==> src/rtl/load_store_unit_if.sv <==
`default_nettype none
// ============================================================================
// load_store_unit_if: request/response and data-memory bus of the load/store unit
// Revision: 1.0
// ============================================================================
interface load_store_unit_if #(
  parameter int ADDR_W = 64
);
  logic              req_valid;
  logic              req_ready;
  logic              req_is_store;
  logic [2:0]        req_funct3;
  logic [ADDR_W-1:0] req_addr;
  logic [63:0]       req_wdata;

  logic              resp_valid;
  logic [63:0]       resp_rdata;
  logic              resp_err;
  logic [1:0]        resp_cause;

  logic [ADDR_W-1:0] mem_addr;
  logic              mem_rd;
  logic              mem_wr;
  logic [63:0]       mem_wr_data;
  logic [63:0]       mem_rd_data;

  // master: execute stage plus the memory that answers mem_rd
  modport master (
    output req_valid, req_is_store, req_funct3, req_addr, req_wdata, mem_rd_data,
    input  req_ready, resp_valid, resp_rdata, resp_err, resp_cause,
    input  mem_addr, mem_rd, mem_wr, mem_wr_data
  );

  modport slave (
    input  req_valid, req_is_store, req_funct3, req_addr, req_wdata, mem_rd_data,
    output req_ready, resp_valid, resp_rdata, resp_err, resp_cause,
    output mem_addr, mem_rd, mem_wr, mem_wr_data
  );
endinterface
`default_nettype wire

==> src/rtl/load_store_unit.sv <==
`default_nettype none
// ============================================================================
// load_store_unit: RV64 byte loads/stores mapped onto a DEPTH x 64-bit word memory
// Revision: 1.0
// ============================================================================
module load_store_unit #(
  parameter int DEPTH  = 32,
  parameter int ADDR_W = 64
) (
  input  logic clk,
  input  logic reset,
  load_store_unit_if.slave bus
);

  typedef enum logic [2:0] {
    IDLE    = 3'd0,
    RD      = 3'd1,
    RD_WAIT = 3'd2,
    WR      = 3'd3,
    RESP    = 3'd4
  } state_t;

  state_t            state_q, state_d;
  logic              is_store_q;
  logic [2:0]        funct3_q;
  logic [ADDR_W-1:0] addr_q;
  logic [63:0]       data_q;
  logic [63:0]       rdata_q;
  logic              err_q;
  logic [1:0]        cause_q;

  logic              accept;
  logic [2:0]        align_mask;
  logic              illegal;
  logic              misaligned;
  logic              out_of_range;
  logic [1:0]        fault_cause;
  logic [5:0]        lane_shift;
  logic [63:0]       shifted;
  logic [63:0]       load_val;
  logic [63:0]       lane_mask;
  logic [63:0]       merge_mask;
  logic [63:0]       merged;

  logic              req_ready;
  logic              resp_valid;
  logic              mem_rd;
  logic              mem_wr;
  logic [ADDR_W-1:0] mem_addr;
  logic [63:0]       mem_wr_data;

  assign accept = bus.req_valid && (state_q == IDLE) && !reset;

  // Fault decode of the incoming request; priority illegal > misaligned > range
  always_comb begin
    case (bus.req_funct3[1:0])
      2'b00:   align_mask = 3'b000;
      2'b01:   align_mask = 3'b001;
      2'b10:   align_mask = 3'b011;
      default: align_mask = 3'b111;
    endcase
    illegal      = bus.req_is_store ? bus.req_funct3[2] : (bus.req_funct3 == 3'b111);
    misaligned   = |(bus.req_addr[2:0] & align_mask);
    out_of_range = (bus.req_addr >> 3) >= ADDR_W'(DEPTH);
    if (illegal)           fault_cause = 2'b11;
    else if (misaligned)   fault_cause = 2'b01;
    else if (out_of_range) fault_cause = 2'b10;
    else                   fault_cause = 2'b00;
  end

  // Little-endian lane extraction and read-modify-write merge
  always_comb begin
    lane_shift = {addr_q[2:0], 3'b000};
    shifted    = bus.mem_rd_data >> lane_shift;
    case (funct3_q)
      3'b000:  load_val = {{56{shifted[7]}}, shifted[7:0]};
      3'b001:  load_val = {{48{shifted[15]}}, shifted[15:0]};
      3'b010:  load_val = {{32{shifted[31]}}, shifted[31:0]};
      3'b100:  load_val = {56'd0, shifted[7:0]};
      3'b101:  load_val = {48'd0, shifted[15:0]};
      3'b110:  load_val = {32'd0, shifted[31:0]};
      default: load_val = shifted;
    endcase
    case (funct3_q[1:0])
      2'b00:   lane_mask = 64'h0000_0000_0000_00FF;
      2'b01:   lane_mask = 64'h0000_0000_0000_FFFF;
      2'b10:   lane_mask = 64'h0000_0000_FFFF_FFFF;
      default: lane_mask = 64'hFFFF_FFFF_FFFF_FFFF;
    endcase
    merge_mask = lane_mask << lane_shift;
    merged     = (bus.mem_rd_data & ~merge_mask) | ((data_q << lane_shift) & merge_mask);
  end

  always_ff @(posedge clk) begin
    if (reset) state_q <= IDLE;
    else       state_q <= state_d;
  end

  // Strobes are gated by reset so an abandoned transaction never writes
  always_comb begin
    state_d     = state_q;
    req_ready   = 1'b0;
    resp_valid  = 1'b0;
    mem_rd      = 1'b0;
    mem_wr      = 1'b0;
    mem_addr    = '0;
    mem_wr_data = '0;
    case (state_q)
      IDLE: begin
        req_ready = !reset;
        if (accept) begin
          if (fault_cause != 2'b00)
            state_d = RESP;
          else if (bus.req_is_store && (bus.req_funct3[1:0] == 2'b11))
            state_d = WR;
          else
            state_d = RD;
        end
      end
      RD: begin
        mem_rd   = !reset;
        mem_addr = addr_q >> 3;
        state_d  = RD_WAIT;
      end
      RD_WAIT: begin
        mem_addr = addr_q >> 3;
        state_d  = is_store_q ? WR : RESP;
      end
      WR: begin
        mem_wr      = !reset;
        mem_addr    = addr_q >> 3;
        mem_wr_data = data_q;
        state_d     = RESP;
      end
      RESP: begin
        resp_valid = !reset;
        state_d    = IDLE;
      end
      default: state_d = IDLE;
    endcase
  end

  // Response registers only change on the edge that enters RESP
  always_ff @(posedge clk) begin
    if (reset) begin
      is_store_q <= 1'b0;
      funct3_q   <= '0;
      addr_q     <= '0;
      data_q     <= '0;
      rdata_q    <= '0;
      err_q      <= 1'b0;
      cause_q    <= '0;
    end else begin
      case (state_q)
        IDLE: begin
          if (accept) begin
            is_store_q <= bus.req_is_store;
            funct3_q   <= bus.req_funct3;
            addr_q     <= bus.req_addr;
            data_q     <= bus.req_wdata;
            if (fault_cause != 2'b00) begin
              rdata_q <= '0;
              err_q   <= 1'b1;
              cause_q <= fault_cause;
            end
          end
        end
        RD_WAIT: begin
          if (is_store_q) begin
            data_q <= merged;
          end else begin
            rdata_q <= load_val;
            err_q   <= 1'b0;
            cause_q <= 2'b00;
          end
        end
        WR: begin
          rdata_q <= '0;
          err_q   <= 1'b0;
          cause_q <= 2'b00;
        end
        default: ;
      endcase
    end
  end

  assign bus.req_ready   = req_ready;
  assign bus.resp_valid  = resp_valid;
  assign bus.resp_rdata  = rdata_q;
  assign bus.resp_err    = err_q;
  assign bus.resp_cause  = cause_q;
  assign bus.mem_addr    = mem_addr;
  assign bus.mem_rd      = mem_rd;
  assign bus.mem_wr      = mem_wr;
  assign bus.mem_wr_data = mem_wr_data;

endmodule
`default_nettype wire

==> src/flat_wrapper.sv <==
// flat-port wrapper written by rule: the top's interface ports become plain ports
module load_store_unit_flat 
#(
  parameter int DEPTH  = 32,
  parameter int ADDR_W = 64
)
  (clk, reset, bus_req_valid, bus_req_is_store, bus_req_funct3, bus_req_addr, bus_req_wdata, bus_mem_rd_data, bus_req_ready, bus_resp_valid, bus_resp_rdata, bus_resp_err, bus_resp_cause, bus_mem_addr, bus_mem_rd, bus_mem_wr, bus_mem_wr_data);
  load_store_unit_if #(.ADDR_W(ADDR_W)) bus_i ();
  input  logic clk;
  input  logic reset;
  input wire logic [$bits(bus_i.req_valid)-1:0] bus_req_valid;
  input wire logic [$bits(bus_i.req_is_store)-1:0] bus_req_is_store;
  input wire logic [$bits(bus_i.req_funct3)-1:0] bus_req_funct3;
  input wire logic [$bits(bus_i.req_addr)-1:0] bus_req_addr;
  input wire logic [$bits(bus_i.req_wdata)-1:0] bus_req_wdata;
  input wire logic [$bits(bus_i.mem_rd_data)-1:0] bus_mem_rd_data;
  output wire logic [$bits(bus_i.req_ready)-1:0] bus_req_ready;
  output wire logic [$bits(bus_i.resp_valid)-1:0] bus_resp_valid;
  output wire logic [$bits(bus_i.resp_rdata)-1:0] bus_resp_rdata;
  output wire logic [$bits(bus_i.resp_err)-1:0] bus_resp_err;
  output wire logic [$bits(bus_i.resp_cause)-1:0] bus_resp_cause;
  output wire logic [$bits(bus_i.mem_addr)-1:0] bus_mem_addr;
  output wire logic [$bits(bus_i.mem_rd)-1:0] bus_mem_rd;
  output wire logic [$bits(bus_i.mem_wr)-1:0] bus_mem_wr;
  output wire logic [$bits(bus_i.mem_wr_data)-1:0] bus_mem_wr_data;
  assign bus_i.req_valid = bus_req_valid;
  assign bus_i.req_is_store = bus_req_is_store;
  assign bus_i.req_funct3 = bus_req_funct3;
  assign bus_i.req_addr = bus_req_addr;
  assign bus_i.req_wdata = bus_req_wdata;
  assign bus_i.mem_rd_data = bus_mem_rd_data;
  assign bus_req_ready = bus_i.req_ready;
  assign bus_resp_valid = bus_i.resp_valid;
  assign bus_resp_rdata = bus_i.resp_rdata;
  assign bus_resp_err = bus_i.resp_err;
  assign bus_resp_cause = bus_i.resp_cause;
  assign bus_mem_addr = bus_i.mem_addr;
  assign bus_mem_rd = bus_i.mem_rd;
  assign bus_mem_wr = bus_i.mem_wr;
  assign bus_mem_wr_data = bus_i.mem_wr_data;
  load_store_unit #(.DEPTH(DEPTH), .ADDR_W(ADDR_W)) u_core (.clk(clk), .reset(reset), .bus(bus_i));
endmodule
==> config.mk <==
export PLATFORM = sky130hd
export DESIGN_NAME = load_store_unit_flat
export DESIGN_NICKNAME = d
export VERILOG_FILES = /design/src/rtl/load_store_unit_if.sv /design/src/rtl/load_store_unit.sv /design/src/flat_wrapper.sv
export SDC_FILE = /design/constraint.sdc
export NUM_CORES = 1
export LEC_CHECK = 0
export CORE_MARGIN = 2
export CORE_UTILIZATION = 35
export DETAILED_ROUTE_END_ITERATION = 10
export PLACE_DENSITY = 0.72
export SLEW_MARGIN = 15
export SYNTH_ARGS = -nofsm -noshare
export SYNTH_HDL_FRONTEND = slang
export SYNTH_SLANG_ARGS = --single-unit
==> constraint.sdc <==
create_clock -name clk -period 6.25 [get_ports clk]
set_input_delay 1.25 -clock clk [delete_from_list [all_inputs] [get_ports clk]]
set_output_delay 1.25 -clock clk [all_outputs]
set_load 0.005 [all_outputs]
==> flow_summary.ini, run 1 <==
[sta]
tns_ns = 0
period_needed_ns = 4.09
setup_viol_count_final = 0
finalHoldViolations = 0
fmax_ghz = 0.244
fin_crit_sh = 0.655
maxSlewHeadroom = 0.260
fin_skew_ns = 0.0139
drv_slew = 0
rsz0062_at_grt = false
tightest_slew_ns = 1.10

[clock_network]
ctsHoldBuffers = 0
clkSinkCount = 202
ctsResizeCount = 0
numCtsBuffers = 25
insertion_delay_ns = 0.55
clockRootBuffer = clkbuf_16
cts_tree = done
cts_setup_buffers = 0
ctsHtreeMaxLevel = 1
clk_path_buf_depth = 3
cts.clk_slew.worst_paths_ns = 0.06

[drt]
vias = 14600
wl_um = 61100
dr.pass1.iters = 5
drt_iter0_drc = 1610
route.detailed.drc = 0
ant_nets = 0
viasPerCell = 5.96
wl_per_cell_um = 25.0

[critical_path]
r2r_setup_slack_ns = 2.52
cp.arrival_ns = 2.84
critPathKind = reg -> out
crit_path_end_kind = primary output
cp.required_ns = 5.00
crit_fanout = 65
cp-start-kind = flip-flop

[synth]
synthDistinctLibCells = 69
synth_area_sq_um = 13500
synth_edf_count = 0
ys_seq_area_frac = 0.299
syn_avg_cell_area_sq_um = 8.30
synth-seq-cells = 202
yosysWarnings = 0
synthArstFlopShare = 0
synthesis.instances = 1631
ys.flop_type = dfxtp_1

[cells_and_area]
drive_gt1_frac = 0.104
fillers = 3729
nets = 2108
fin_util = 0.475
mostFrequentLayoutCells = clkdlybuf4s50_1 (393), nand2_1 (236), dfxtp_1 (198)
syn2layout_area_growth_pct = 34.8
final_common_cell = clkdlybuf4s50_1

[die]
core-area_sq_um = 38400
die_w_um = 201
num_rows = 72
dieArea_sq_um = 40300
die_y_um = 201
ios = 398
initial_core_util = 0.353

[hold_path]
worstHoldPathType = reg -> reg

[power_and_ir_drop]
power_leakage_nw = 6.74
ir_drop_uv = 184
power_density_nw_per_um2 = 196

[global_route]
grt_max_degree = 106
grt_first_pass_wirelength_um = 89900
grt_pass1_vias = 14100
grtUsageTotal = 0.290
grt_overflow = 0
antenna_found_initial = 4

[placement]
io_buffers = 394
place_congestion = 0.972
dp_hpwl_um = 44500

[run]
drv_cap = 0

[outcome]
outcome = completed
==> layer usage <==
| metal | global-route usage | vias up | share of wire |
|---|---|---|---|
| li1 | - | 6463 | - |
| met1 | 0.356 | 6926 | 0.37 |
| met2 | 0.459 | 1013 | 0.44 |
| met3 | 0.0878 | 162 | 0.13 |
| met4 | 0.150 | 0 | 0.057 |
| met5 | 0 | - | 0 |
==> final timing paths <==
check / startpoint / end / cells past startpoint
hold reg to reg: u_core.bus.resp_rdata[4] / u_core.bus.resp_rdata[4] / 2
hold / removal: u_core.bus.resp_rdata[4] / u_core.bus.resp_rdata[4] / 2
setup reg to reg: u_core.addr_q[1] / u_core.bus.resp_rdata[56] / 7
setup / recovery: u_core.state_q[1] / bus_mem_wr_data[30] / 4
==> state kept, by name, indices dropped and copies added, names as in the netlist, named ones only <==
register	count
u_core.is_store_q	1
u_core.bus.resp_rdata	64
u_core.data_q	48
u_core.state_q	3
u_core.bus.resp_err	1
u_core.bus.resp_cause	2
u_core.addr_q	64
u_core.funct3_q	3
==> power by group <==
group / switching, mW / total (mW) / internal, mW
logic: 0.405 / 0.738 / 0.333
clock network: 0.609 / 1.40 / 0.790
registers: 0.0885 / 1.44 / 1.35
total: 1.10 / 3.57 / 2.47
==> cell usage after synthesis (all sizes together), types with 10 or more instances <==
cell type,n,share of area
nand2b,12,0.0055
clkbuf,87,0.024
a211oi,25,0.014
inv,20,0.0055
o211ai,16,0.0089
nor2,127,0.036
nor4,17,0.010
a21oi,137,0.052
dfxtp,202,0.30
mux4,40,0.067
nand2,238,0.066
nor2b,21,0.0097
and3,65,0.030
mux2,54,0.045
a311oi,15,0.0097
mux2i,76,0.056
and2,67,0.031
o221ai,10,0.0069
o31ai,36,0.026
a22o,18,0.012
buf,79,0.039
o21ai,34,0.014
a211o,16,0.010
nand3,17,0.0063
nor3,17,0.0079
a22oi,18,0.010
nand3b,96,0.053
==> cell type report <==
type / count / area (sq um) / share of cell area
Clock buffer: 36 / 708 / 0.0388
Timing Repair Buffer: 415 / 4100 / 0.225
Tap cell: 518 / 648 / 0.0355
Antenna cell: 3 / 7.51 / 0.000411
Clock inverter: 6 / 55.1 / 0.00302
Inverter: 21 / 78.8 / 0.00432
Multi-Input combinational cell: 1244 / 8590 / 0.471
Sequential cell: 202 / 4060 / 0.222
==> metrics by stage <==
stage	power, mW	instances	setup slack [ns]	instance area, sq um	hold slack, ns
floorplan	1.87	1633	2.84	13500	0.441
global placement	2.16	2400	2.09	17500	0.444
detailed placement	2.17	2400	2.03	17500	0.452
CTS	3.57	2442	2.15	18200	0.460
global route	3.69	2444	2.04	18200	0.475
finish	3.57	2445	2.16	18200	0.453
==> critical path, cell delays in order, from the launching register on <==
cell and delay, ns:
dfxtp_1 0.66, nor2b_4 0.27, buf_4 0.49, and3_1 0.30, clkdlybuf4s50_1 0.52
==> logic make-up (layout without fill, tap and decap cells) <==
group           count (synthesis)  in the layout  share of synthesized area
compound gates                385            385                      0.203
flops                         202            202                      0.299
simple gates                  686            686                      0.260
other cells                     1              6                   0.000277
buf+inv                       187            478                     0.0693
mux                           170            170                      0.168
Note: power is estimated with default switching activity, not from simulation.
==> run 2: changes to the inputs <==
PLACE_DENSITY = 0.75   (was 0.72)
clock period = 3.6 ns   (was 6.25 ns; I/O delays follow)
==> run 2 against run 1 <==
Wire length shrank 0.54%; worst hold slack improved by 0.012 ns; utilization up 0.69 points; combinational power grew 78%; non-clock buffer count up 24; critical path depth unchanged; total power up 79%; largest cell class unchanged; highest routed layer is now met5.
==> flow_summary.ini, run 2 (synthesized netlist as in run 1, its figures left out) <==
[die]
dieArea_sq_um = 40300
die_y_um = 201
core-area_sq_um = 38400
ios = 398
num_rows = 72
initial_core_util = 0.353
die_w_um = 201

[sta]
maxSlewHeadroom = 0.223
fin_hold_ws_ns = 0.465
tightest_slew_ns = 1.16
drv_slew = 0
fin_crit_sh = 0.955
fin_skew_ns = 0.0200
period_needed_ns = 3.44
finalHoldViolations = 0
setup_viol_count_final = 0
rsz0062_at_grt = false
fmax_ghz = 0.291
tns_ns = 0

[critical_path]
cp.arrival_ns = 2.72
timing.rr.start = u_core.addr_q[2]
critPathMaxStageDelay_ns = 0.62
crit_fanout = 28
crit_slowest_cell = nor2b_4
critPathKind = reg -> out
crit_path_end_kind = primary output
cp-start-kind = flip-flop
reg2regPathDepth = 6
path_cells = nor2b_4 -> buf_4 -> and3_1 -> clkdlybuf4s50_1
r2r_setup_slack_ns = 0.73
cp.required_ns = 2.88

[placement]
dp_hpwl_um = 45300
io_buffers = 394
placed_area_sq_um = 17700
place_congestion = 0.983

[outcome]
outcome = completed

[cells_and_area]
nets = 2132
final_common_cell = clkdlybuf4s50_1
syn2layout_area_growth_pct = 36.8
mostFrequentLayoutCells = clkdlybuf4s50_1 (393), nand2_1 (236), dfxtp_1 (198)
drive_gt1_frac = 0.117
stdcell_area_sq_um = 18500

[drt]
wl_per_cell_um = 24.6
dr.pass1.iters = 7
viasPerCell = 5.88
drt_iter0_drc = 1593
ant_nets = 0
wl_um = 60700
vias = 14500
route.detailed.drc = 0

[clock_network]
ctsHoldBuffers = 0
numCtsBuffers = 25
insertion_delay_ns = 0.56
ctsResizeCount = 0
cts_tree = done
clk_path_buf_depth = 3
cts.clk_slew.worst_paths_ns = 0.06
ctsHtreeMaxLevel = 1
clkSinkCount = 202
clockRootBuffer = clkbuf_16
cts_setup_buffers = 0

[power_and_ir_drop]
power_leakage_nw = 6.90
ir_drop_uv = 327
power_density_nw_per_um2 = 345

[global_route]
antenna_found_initial = 5
grtUsageTotal = 0.290
grt_max_degree = 106
grt_first_pass_wirelength_um = 90200
grt_overflow = 0
grt_pass1_vias = 14200

[run]
drv_cap = 0

[hold_path]
min_path_cells = 2
holdPathEnd = u_core.addr_q[41]
worstHoldStart = u_core.addr_q[41]
worstHoldPathType = reg -> reg
[run 2: worst max-delay path by stage]
stage,start,slack (ns),cells after the start,to
after global routing,u_core.state_q[2],0.02,4,bus_mem_wr_data[18]
after floorplan,reset,1.25,4,bus_mem_rd
final,u_core.state_q[2],0.16,4,bus_mem_wr_data[8]
after detailed placement,bus_req_addr[59],0.37,7,u_core.state_q[1]
after global placement,bus_req_addr[59],0.43,8,u_core.bus.resp_rdata[9]
after CTS,u_core.state_q[2],0.17,4,bus_mem_wr_data[18]
[run 2: critical path, delay by kind of cell (launching register included)]
kind                   cells  cell delay, ns
buffers and inverters      2            0.89
flip-flops                 1            0.46
AND/OR/NAND/NOR            2            0.81
[run 2: cell type report]
class,count,area [sq um]
inverter,21,78.8
sequential,202,4060
tap,518,648
fill,3697,19900
timing repair buffer,439,4330
clock inverter,11,130
clock buffer,33,686
antenna,1,2.50
multi-input combinational,1244,8580
[run 2: metal layers]
metal / vias up / track usage / wire (um)
met5: - / 0 / 27
met4: 4 / 0.149 / 3530
met3: 176 / 0.0778 / 6700
met2: 966 / 0.466 / 27200
met1: 6871 / 0.356 / 23200
li1: 6508 / - / -
[run 2: metrics by stage]
stage,worst slack (ns),util,power (mW),std cells
6_report,0.160,0.482,6.38,2469
5_1_grt,0.0196,0.482,6.58,2469
4_1_cts,0.169,0.482,6.38,2468
3_5_place_dp,0.368,0.461,3.81,2424
3_3_place_gp,0.431,0.461,3.80,2424
2_1_floorplan,1.25,-,3.25,1633
[run 2: where the power goes]
group	internal [mW]	total (mW)	switching, mW	leakage (nW)
clock	1.49	2.58	1.09	0.395
sequential	2.34	2.50	0.160	1.65
combinational	0.605	1.31	0.703	4.85
